===== config.mk =====
export PLATFORM = sky130hd
export DESIGN_NAME = vl4_mul_seq_decoder
export DESIGN_NICKNAME = d
export VERILOG_FILES = /design/src/rtl/vl4_mul_seq_decoder.sv
export SDC_FILE = /design/constraint.sdc
export NUM_CORES = 1
export LEC_CHECK = 0
export BUFFER_PORTS_ARGS = -buffer_cell sky130_fd_sc_hd__buf_2
export CAP_MARGIN = 20
export CELL_PAD_IN_SITES_DETAIL_PLACEMENT = 0
export CELL_PAD_IN_SITES_GLOBAL_PLACEMENT = 2
export CORE_AREA = 2 2 101 103
export CTS_BUF_LIST = sky130_fd_sc_hd__clkbuf_2
export CTS_CLUSTER_DIAMETER = 200
export DETAILED_ROUTE_END_ITERATION = 8
export DIE_AREA = 0 0 103 105
export GPL_ROUTABILITY_DRIVEN = 0
export PLACE_DENSITY = 0.67
export SETUP_SLACK_MARGIN = 0.05
export SYNTH_ARGS = -nofsm -noshare
export SYNTH_HDL_FRONTEND = slang
export SYNTH_SLANG_ARGS = --single-unit
export TNS_END_PERCENT = 100

===== constraint.sdc =====
create_clock -name clk -period 3.2 [get_ports clk]
set_clock_uncertainty 0.2 [all_clocks]
set_input_delay 0.32 -clock clk [delete_from_list [all_inputs] [get_ports clk]]
set_output_delay 0.32 -clock clk [all_outputs]
set_load 0.02 [all_outputs]

===== src/rtl/vl4_mul_seq_decoder.sv =====
// Receive-side checker for the 4-phase constant-multiply sequencer (x1, x3, x7, x8 words).
// Latency: d_valid pulses 1 cycle after the x8 word is sampled (4 cycles after the x1 word).
// Backpressure: none; in_data is sampled every cycle, and a new grant aborts the frame in flight.
//
// Ports: clk, rst (async active-low); in_grant/in_data (product stream, grant marks the x1 word);
//        d_out/d_valid/d_err/err_phase (per-frame result), frame_abort, busy, err_cnt.
// Optional: define VL4_MUL_SEQ_DEC_ERRCNT_EN to build the saturating errored-frame counter;
//           without it err_cnt is tied to 0 and the port list is unchanged.
module vl4_mul_seq_decoder #(
    parameter int DW  = 8,
    parameter int OW  = 11,
    parameter int ECW = 16
) (
    input  logic          clk,
    input  logic          rst,
    input  logic          in_grant,
    input  logic [OW-1:0] in_data,
    output logic [DW-1:0] d_out,
    output logic          d_valid,
    output logic          d_err,
    output logic [1:0]    err_phase,
    output logic          frame_abort,
    output logic          busy,
    output logic [ECW-1:0] err_cnt
);

    // Encoding chosen so a state's value equals the phase index it checks.
    typedef enum logic [1:0] {
        S_IDLE = 2'd0,
        S_P1   = 2'd1,
        S_P2   = 2'd2,
        S_P3   = 2'd3
    } state_t;

    state_t          state, state_nxt;
    logic [DW-1:0]   d_cap, d_cap_nxt;
    logic            err_seen, err_seen_nxt;   // any mismatch so far in this frame
    logic [1:0]      err_ph, err_ph_nxt;       // first failing phase so far
    logic [DW-1:0]   d_out_nxt;
    logic            d_valid_nxt, d_err_nxt, frame_abort_nxt;
    logic [1:0]      err_phase_nxt;

    logic [OW-1:0]   dx;
    logic [OW-1:0]   exp_word;
    logic            mm;
    logic            mm0;
    logic [1:0]      cur_ph;
    logic            fin_err;
    logic [1:0]      fin_ph;

    assign dx     = {{(OW-DW){1'b0}}, d_cap};
    assign cur_ph = state;
    assign mm0    = |in_data[OW-1:DW];

    // Expected product for the phase being checked; shifts and adds only.
    always_comb begin
        exp_word = '0;
        case (state)
            S_P1:    exp_word = (dx << 1) + dx;
            S_P2:    exp_word = (dx << 3) - dx;
            S_P3:    exp_word = dx << 3;
            default: exp_word = '0;
        endcase
    end

    assign mm      = (in_data != exp_word);
    assign fin_err = err_seen | mm;
    // Earlier failure wins; otherwise this phase if it failed, else 0.
    assign fin_ph  = err_seen ? err_ph : (mm ? cur_ph : 2'd0);

    always_comb begin
        state_nxt       = state;
        d_cap_nxt       = d_cap;
        err_seen_nxt    = err_seen;
        err_ph_nxt      = err_ph;
        d_out_nxt       = d_out;
        d_valid_nxt     = 1'b0;
        d_err_nxt       = d_err;
        err_phase_nxt   = err_phase;
        frame_abort_nxt = 1'b0;

        if (in_grant) begin
            // A grant always starts a new frame, even in P3; any frame in flight is dropped.
            frame_abort_nxt = (state != S_IDLE);
            d_cap_nxt       = in_data[DW-1:0];
            err_seen_nxt    = mm0;
            err_ph_nxt      = 2'd0;
            state_nxt       = S_P1;
        end else begin
            case (state)
                S_P1: begin
                    err_seen_nxt = fin_err;
                    err_ph_nxt   = fin_ph;
                    state_nxt    = S_P2;
                end
                S_P2: begin
                    err_seen_nxt = fin_err;
                    err_ph_nxt   = fin_ph;
                    state_nxt    = S_P3;
                end
                S_P3: begin
                    d_out_nxt     = d_cap;
                    d_valid_nxt   = 1'b1;
                    d_err_nxt     = fin_err;
                    err_phase_nxt = fin_err ? fin_ph : 2'd0;
                    err_seen_nxt  = 1'b0;
                    err_ph_nxt    = 2'd0;
                    state_nxt     = S_IDLE;
                end
                default: state_nxt = S_IDLE;
            endcase
        end
    end

    always_ff @(posedge clk or negedge rst) begin
        if (!rst) begin
            state       <= S_IDLE;
            d_cap       <= '0;
            err_seen    <= 1'b0;
            err_ph      <= 2'd0;
            d_out       <= '0;
            d_valid     <= 1'b0;
            d_err       <= 1'b0;
            err_phase   <= 2'd0;
            frame_abort <= 1'b0;
        end else begin
            state       <= state_nxt;
            d_cap       <= d_cap_nxt;
            err_seen    <= err_seen_nxt;
            err_ph      <= err_ph_nxt;
            d_out       <= d_out_nxt;
            d_valid     <= d_valid_nxt;
            d_err       <= d_err_nxt;
            err_phase   <= err_phase_nxt;
            frame_abort <= frame_abort_nxt;
        end
    end

    assign busy = (state != S_IDLE);

`ifdef VL4_MUL_SEQ_DEC_ERRCNT_EN
    logic [ECW-1:0] err_cnt_q;

    // Counts with the completed-frame result; aborted frames never reach d_valid.
    always_ff @(posedge clk or negedge rst) begin
        if (!rst) begin
            err_cnt_q <= '0;
        end else if (d_valid_nxt && d_err_nxt && (err_cnt_q != {ECW{1'b1}})) begin
            err_cnt_q <= err_cnt_q + 1'b1;
        end
    end

    assign err_cnt = err_cnt_q;
`else
    assign err_cnt = '0;
`endif

endmodule


# Word level (Yosys, flattened, before mapping)
# Index checks and enable logic that the tools add are counted.
# W data, S select, Z words.
[totals]
register_bits = 26
input_bits = 14
out_inout_bits = 30
wordCells = 35
[classes]
n_addsub = 2
eq_ne = 4
muxes = 13
n_bitwise = 2
reduce_logical = 5
[op_table]
columns = ["operator", "n"]
rows = [
  ["$pmux W11 S3", 1],
  ["$ne A11 B11 Y1", 1],
  ["$sub A11 B8 Y11", 1],
  ["$add A9 B8 Y10", 1],
  ["$mux W2", 5],
  ["$pmux W2 S2", 2],
  ["$eq A2 B2 Y1 const B", 2],
  ["$mux W1", 4],
  ["$reduce_bool A3 Y1", 1],
  ["$reduce_or A3 Y1", 1],
  ["$eq A2 B1 Y1 const B", 1],
  ["$pmux W1 S2", 1],
  ["$reduce_and A2 Y1", 1],
  ["$reduce_bool A2 Y1", 1],
  ["$reduce_or A2 Y1", 1],
  ["$not A1 Y1", 1],
  ["$or A1 B1 Y1", 1],
]

# Logic depth before layout (Yosys ltp)
[depth]
ltp_word = 7
depth_mapped = 12

# Worst setup path before layout
# No wires, ideal clock.
[synth_timing]
kind = "register to register"
startpoint = "register d_cap[0]"
endpoint = "register err_ph[0]"
setup_time_ps = 136
arrival_time_ps = 3035
path_slack_ps = -171
path_stages_with_launch = 12
n_path_buf = 0
synth_period_minus_slack_ps = 3371
cell_sequence = "dfrtp_1 -> ha_1 -> inv_1 -> fa_1 -> nor2b_1 -> o32a_4 -> a2111oi_2 -> or3b_1 -> and4b_1 -> a311o_1 -> a2111oi_4 -> o21ai_1"
[synth_via]
elab_chain_len = 7
elab_cells_between_ends = 8
classes_between = "add/sub (2); eq/ne (1); mux (5)"
[synth_lines]
columns = ["item", "line_no", "text"]
rows = [
  ["start: declaration", "36", "logic [DW-1:0] d_cap, d_cap_nxt;"],
  ["start signal: assignment", "128", "d_cap <= d_cap_nxt;"],
  ["$sub A11 B8 Y11 or $add A9 B8 Y10 (tied branches)", "60, 59", ""],
  ["$pmux W11 S3 *", "58", "case (state)"],
  ["$ne A11 B11 Y1 *", "66", "assign mm = (in_data != exp_word);"],
  ["$mux W2 * (2 in a row)", "69", "assign fin_ph = err_seen ? err_ph : (mm ? cur_ph : 2'd0);"],
  ["$pmux W2 S2 *", "90", "case (state)"],
  ["$mux W2 *", "82", "if (in_grant) begin"],
  ["end signal: assignment", "130", "err_ph <= err_ph_nxt;"],
  ["end: declaration", "38", "logic [1:0] err_ph, err_ph_nxt;"],
]
# Every way passes the cells marked *; elsewhere a longest branch is shown, timed or not.
# A chain may end at the register's enable or synchronous reset.

# Worst setup path in the final report
[layout_timing]
startpoint = "register d_cap[0]"
endpoint = "register err_phase[1]"
[layout_via]
elab_chain_len = 6
elab_cells_between_ends = 8
classes_between = "add/sub (2); eq/ne (1); mux (4); bitwise (1)"
[layout_lines]
columns = ["item", "line_no", "text"]
rows = [
  ["$sub A11 B8 Y11 or $add A9 B8 Y10 (tied branches)", "60, 59", ""],
  ["$pmux W11 S3 *", "58", ""],
  ["$ne A11 B11 Y1 *", "66", ""],
  ["$mux W2 (2 in a row)", "69", ""],
  ["$mux W2 *", "105", "err_phase_nxt = fin_err ? fin_ph : 2'd0;"],
  ["end signal: assignment", "134", "err_phase <= err_phase_nxt;"],
  ["end: declaration", "21", "output logic [1:0] err_phase,"],
]
# Marks and branches as above.

==> impl_metrics.py <==
metrics = {
    "outcome": {
        "status": "complete, but fails checks",
        "violations": "setup timing",
    },
    "synth": {
        "avgSynthCellArea_um2": 8.232,
        "synthTopCellsByArea": "dfrtp_1 27%, ha_1 11%, o21ai_0 6.1%, buf_4 5.0%, nand2_1 5.0%",
        "synth-seq-area-share_pct": 27.25,
        "yosys.area.top_type": "dfrtp_1",
        "synth_cells": 290,
        "yosysMostFrequentCell": "nand2_1",
        "yosysWarnings": 0,
        "synthFlopType": "dfrtp_1",
        "synth_common_cells": "32 x nand2_1, 29 x o21ai_0, 26 x dfrtp_1, 21 x ha_1, 17 x inv_1",
        "synthArstFlopShare_pct": 100.0,
        "yosys.area.top_type_share_pct": 27.25,
        "synth_edf_count": 0,
        "synth_cell_type_count": 68,
        "ys_ff_latch": 26,
        "syn-cell-area_mm2": 0.002387,
    },
    "cts": {
        "cts_tree": "yes",
        "root_buffer": "clkbuf_2",
        "worstSkewPairLatency_ps": 380,
        "clk_pin_slew_ps": 280,
        "cts_buffer_depth": 2,
        "cts_setup_buffers": 0,
        "cts_sinks": 26,
        "h-tree-depth": 1,
        "cts_made_buffers": 3,
    },
    "critical_path": {
        "crit_path_end_kind": "flip-flop",
        "r2r-end": "err_phase[1]",
        "critPathKind": "flip-flop to flip-flop",
        "rrSetupSlack_ps": -270,
        "startpoint": "d_cap[0]",
        "r2r_cells": 12,
        "cp.required_ps": 3290,
        "cp-start-kind": "flip-flop",
        "crit_arrival_ps": 3570,
        "path_max_fanout": 6,
        "reg2reg_from": "d_cap[0]",
    },
    "sta": {
        "whs_ps": 29.42,
        "grt_setup_unrepaired": "yes",
        "max-slew-margin-rel_pct": 56.78,
        "tightest_slew_ps": 648.3,
        "fmax_mhz": 288.0,
        "setup_ws_ps": -272.7,
        "min_period_ps": 3473,
        "fin_crit_sh_pct": 108.5,
        "finalHoldViolations": 0,
        "finalSetupViolations": 6,
        "maxSlewViolCount": 0,
    },
    "min_path": {
        "hold_start": "in_data[7]",
        "whs_path_depth": 3,
        "hp-class": "input pin to flip-flop",
        "min_to": "d_cap[7]",
    },
    "floorplan": {
        "pin_count": 44,
        "core_mm2": 0.009639,
        "initial_core_util_pct": 24.77,
        "die_x_um": 103,
        "row_count": 36,
        "die_y_um": 105,
        "dieArea_mm2": 0.01082,
    },
    "layout": {
        "nFillCells": 1062,
        "area_delta_synth_final_pct": 31.18,
        "multi_input_area_mm2": 0.001597,
        "antenna_cells": 0,
        "post-route-util_pct": 32.49,
        "nNetsFinal": 412,
        "final_cells": 508,
        "drive_gt1_share_pct": 27.20,
        "final_cell_area_mm2": 0.003132,
        "seq_area_um2": 653.1,
    },
    "global_route": {
        "overflow": 0,
        "antenna_found_initial": 0,
        "grtUsageTotal_pct": 14.33,
        "grt_max_degree": 27,
        "grt_pass1_vias": 2257,
        "grt_pass1_wl_um": 12170,
    },
    "power": {
        "power_density_mw_per_mm2": 401.0,
        "vdd_ir_drop_max_uv": 201.3,
        "power.leakage_uw": 0.001462,
    },
    "detailed_routing": {
        "met3_wirelength_um": 187,
        "dr.pass1.iters": 4,
        "met2_length_um": 3494,
        "drc": 0,
        "antenna_left": 0,
        "first_iter_violations": 74,
        "avgViaCountPerCell": 4.610,
        "dr_total_vias": 2342,
        "routedWlPerCell_um": 14.51,
        "wl_um": 7370,
        "highest_layer": "met4",
        "wl_met1_um": 3646,
    },
    "place": {
        "dpl_cell_area_mm2": 0.003025,
        "dp_slack_ps": -243.4,
        "port_buffers": 27,
        "dp_cells": 497,
        "dp_hpwl_um": 5897,
    },
    "run": {
        "cap_violations": 0,
    },
}
## area by class of cell
| cell class | instances | area share [%] |
|---|---|---|
| flip-flops and latches | 26 | 20.85 |
| multi-input cells | 236 | 50.98 |
| well taps | 133 | 5.314 |
| clock inverters | 1 | 0.1199 |
| inverters | 19 | 2.277 |
| repair buffers | 90 | 19.98 |
| clock buffers | 3 | 0.4794 |
## what timing repair did
action | 4_1_cts | 5_1_grt
hold endpoints to repair | 32 | 0
setup endpoints to repair | 6 | 6
pin swaps | 0 | 1
resized for setup | 2 | 3
hold buffers | 7 | 0
## state kept, by name (all words and copies together), names as in the netlist
signal       cells
err_ph           2
d_err            1
cur_ph           2
err_seen         1
d_valid          1
d_cap            8
err_phase        2
frame_abort      1
d_out            8
## through the flow
step                      total power (µW)  TNS [ps]
after floorplan                      841.4    -789.7
after global placement                1114     -1259
after detailed placement              1116     -1448
after CTS                             1273     -1629
after global routing                  1364     -2390
final                                 1256     -1607
## per-layer routing
layer  up-vias  GRT usage, %
met5         -             0
met4         0         1.410
met3         4         2.207
met2        39         23.42
met1      1101         20.50
li1       1198             -
## how the worst max path moves through the flow
stage	end	cells past startpoint
3_5_place_dp	err_phase[1]	11
5_1_grt	err_phase[1]	12
2_1_floorplan	err_ph[0]	11
3_3_place_gp	err_seen	11
4_1_cts	err_phase[1]	12
6_report	err_phase[1]	12
## layout by cell type, fill, tap and decap left out, types with 3 or more instances in the layout
cell	instances
inv_1	16
o31a_1	3
nor2b_1	5
nor3_1	8
nor2_1	15
o21a_1	3
nand3_1	8
nand3b_1	3
ha_1	19
or3_1	3
and3_1	4
clkbuf_2	3
conb_1	16
o21ai_0	28
nand2_1	32
and2_1	3
a31oi_1	3
o21ai_1	4
dfrtp_1	24
buf_4	56
buf_2	27
a21oi_1	15
xnor2_1	4
a211oi_1	4
dlygate4sd3_1	7
## logic make-up (layout without fill, tap and decap cells)
kind of cell             Yosys count  after routing  share of synthesized area (%)
XOR/XNOR                           5              5                          1.834
buffers and inverters             43            113                          9.381
AO/OA/AOI/OAI                     89             89                          26.21
adder cells (fa/ha/maj)           22             22                          11.84
flip-flops                        26             26                          27.25
multiplexers                       1              1                         0.4193
other                              1             16                         0.1571
AND/OR/NAND/NOR                  103            103                          22.90
## critical path: stages (launching register included)
cell       delay (ps)
dfrtp_1           460
ha_2              200
inv_2              50
fa_2              180
and2b_1           210
o32a_4            380
a2111oi_4         280
or3b_1            360
and4b_1           220
a311o_1           310
a2111oi_4         270
buf_4             200
o41ai_1            70
## where the power goes
part           switching, µW  leakage [µW]  internal [µW]
registers               36.5      0.000321            387
logic                    390       0.00113            305
clock network            111     0.0000140           27.1
total                    537       0.00146            719
No activity file was read; power rests on OpenSTA's default activity.
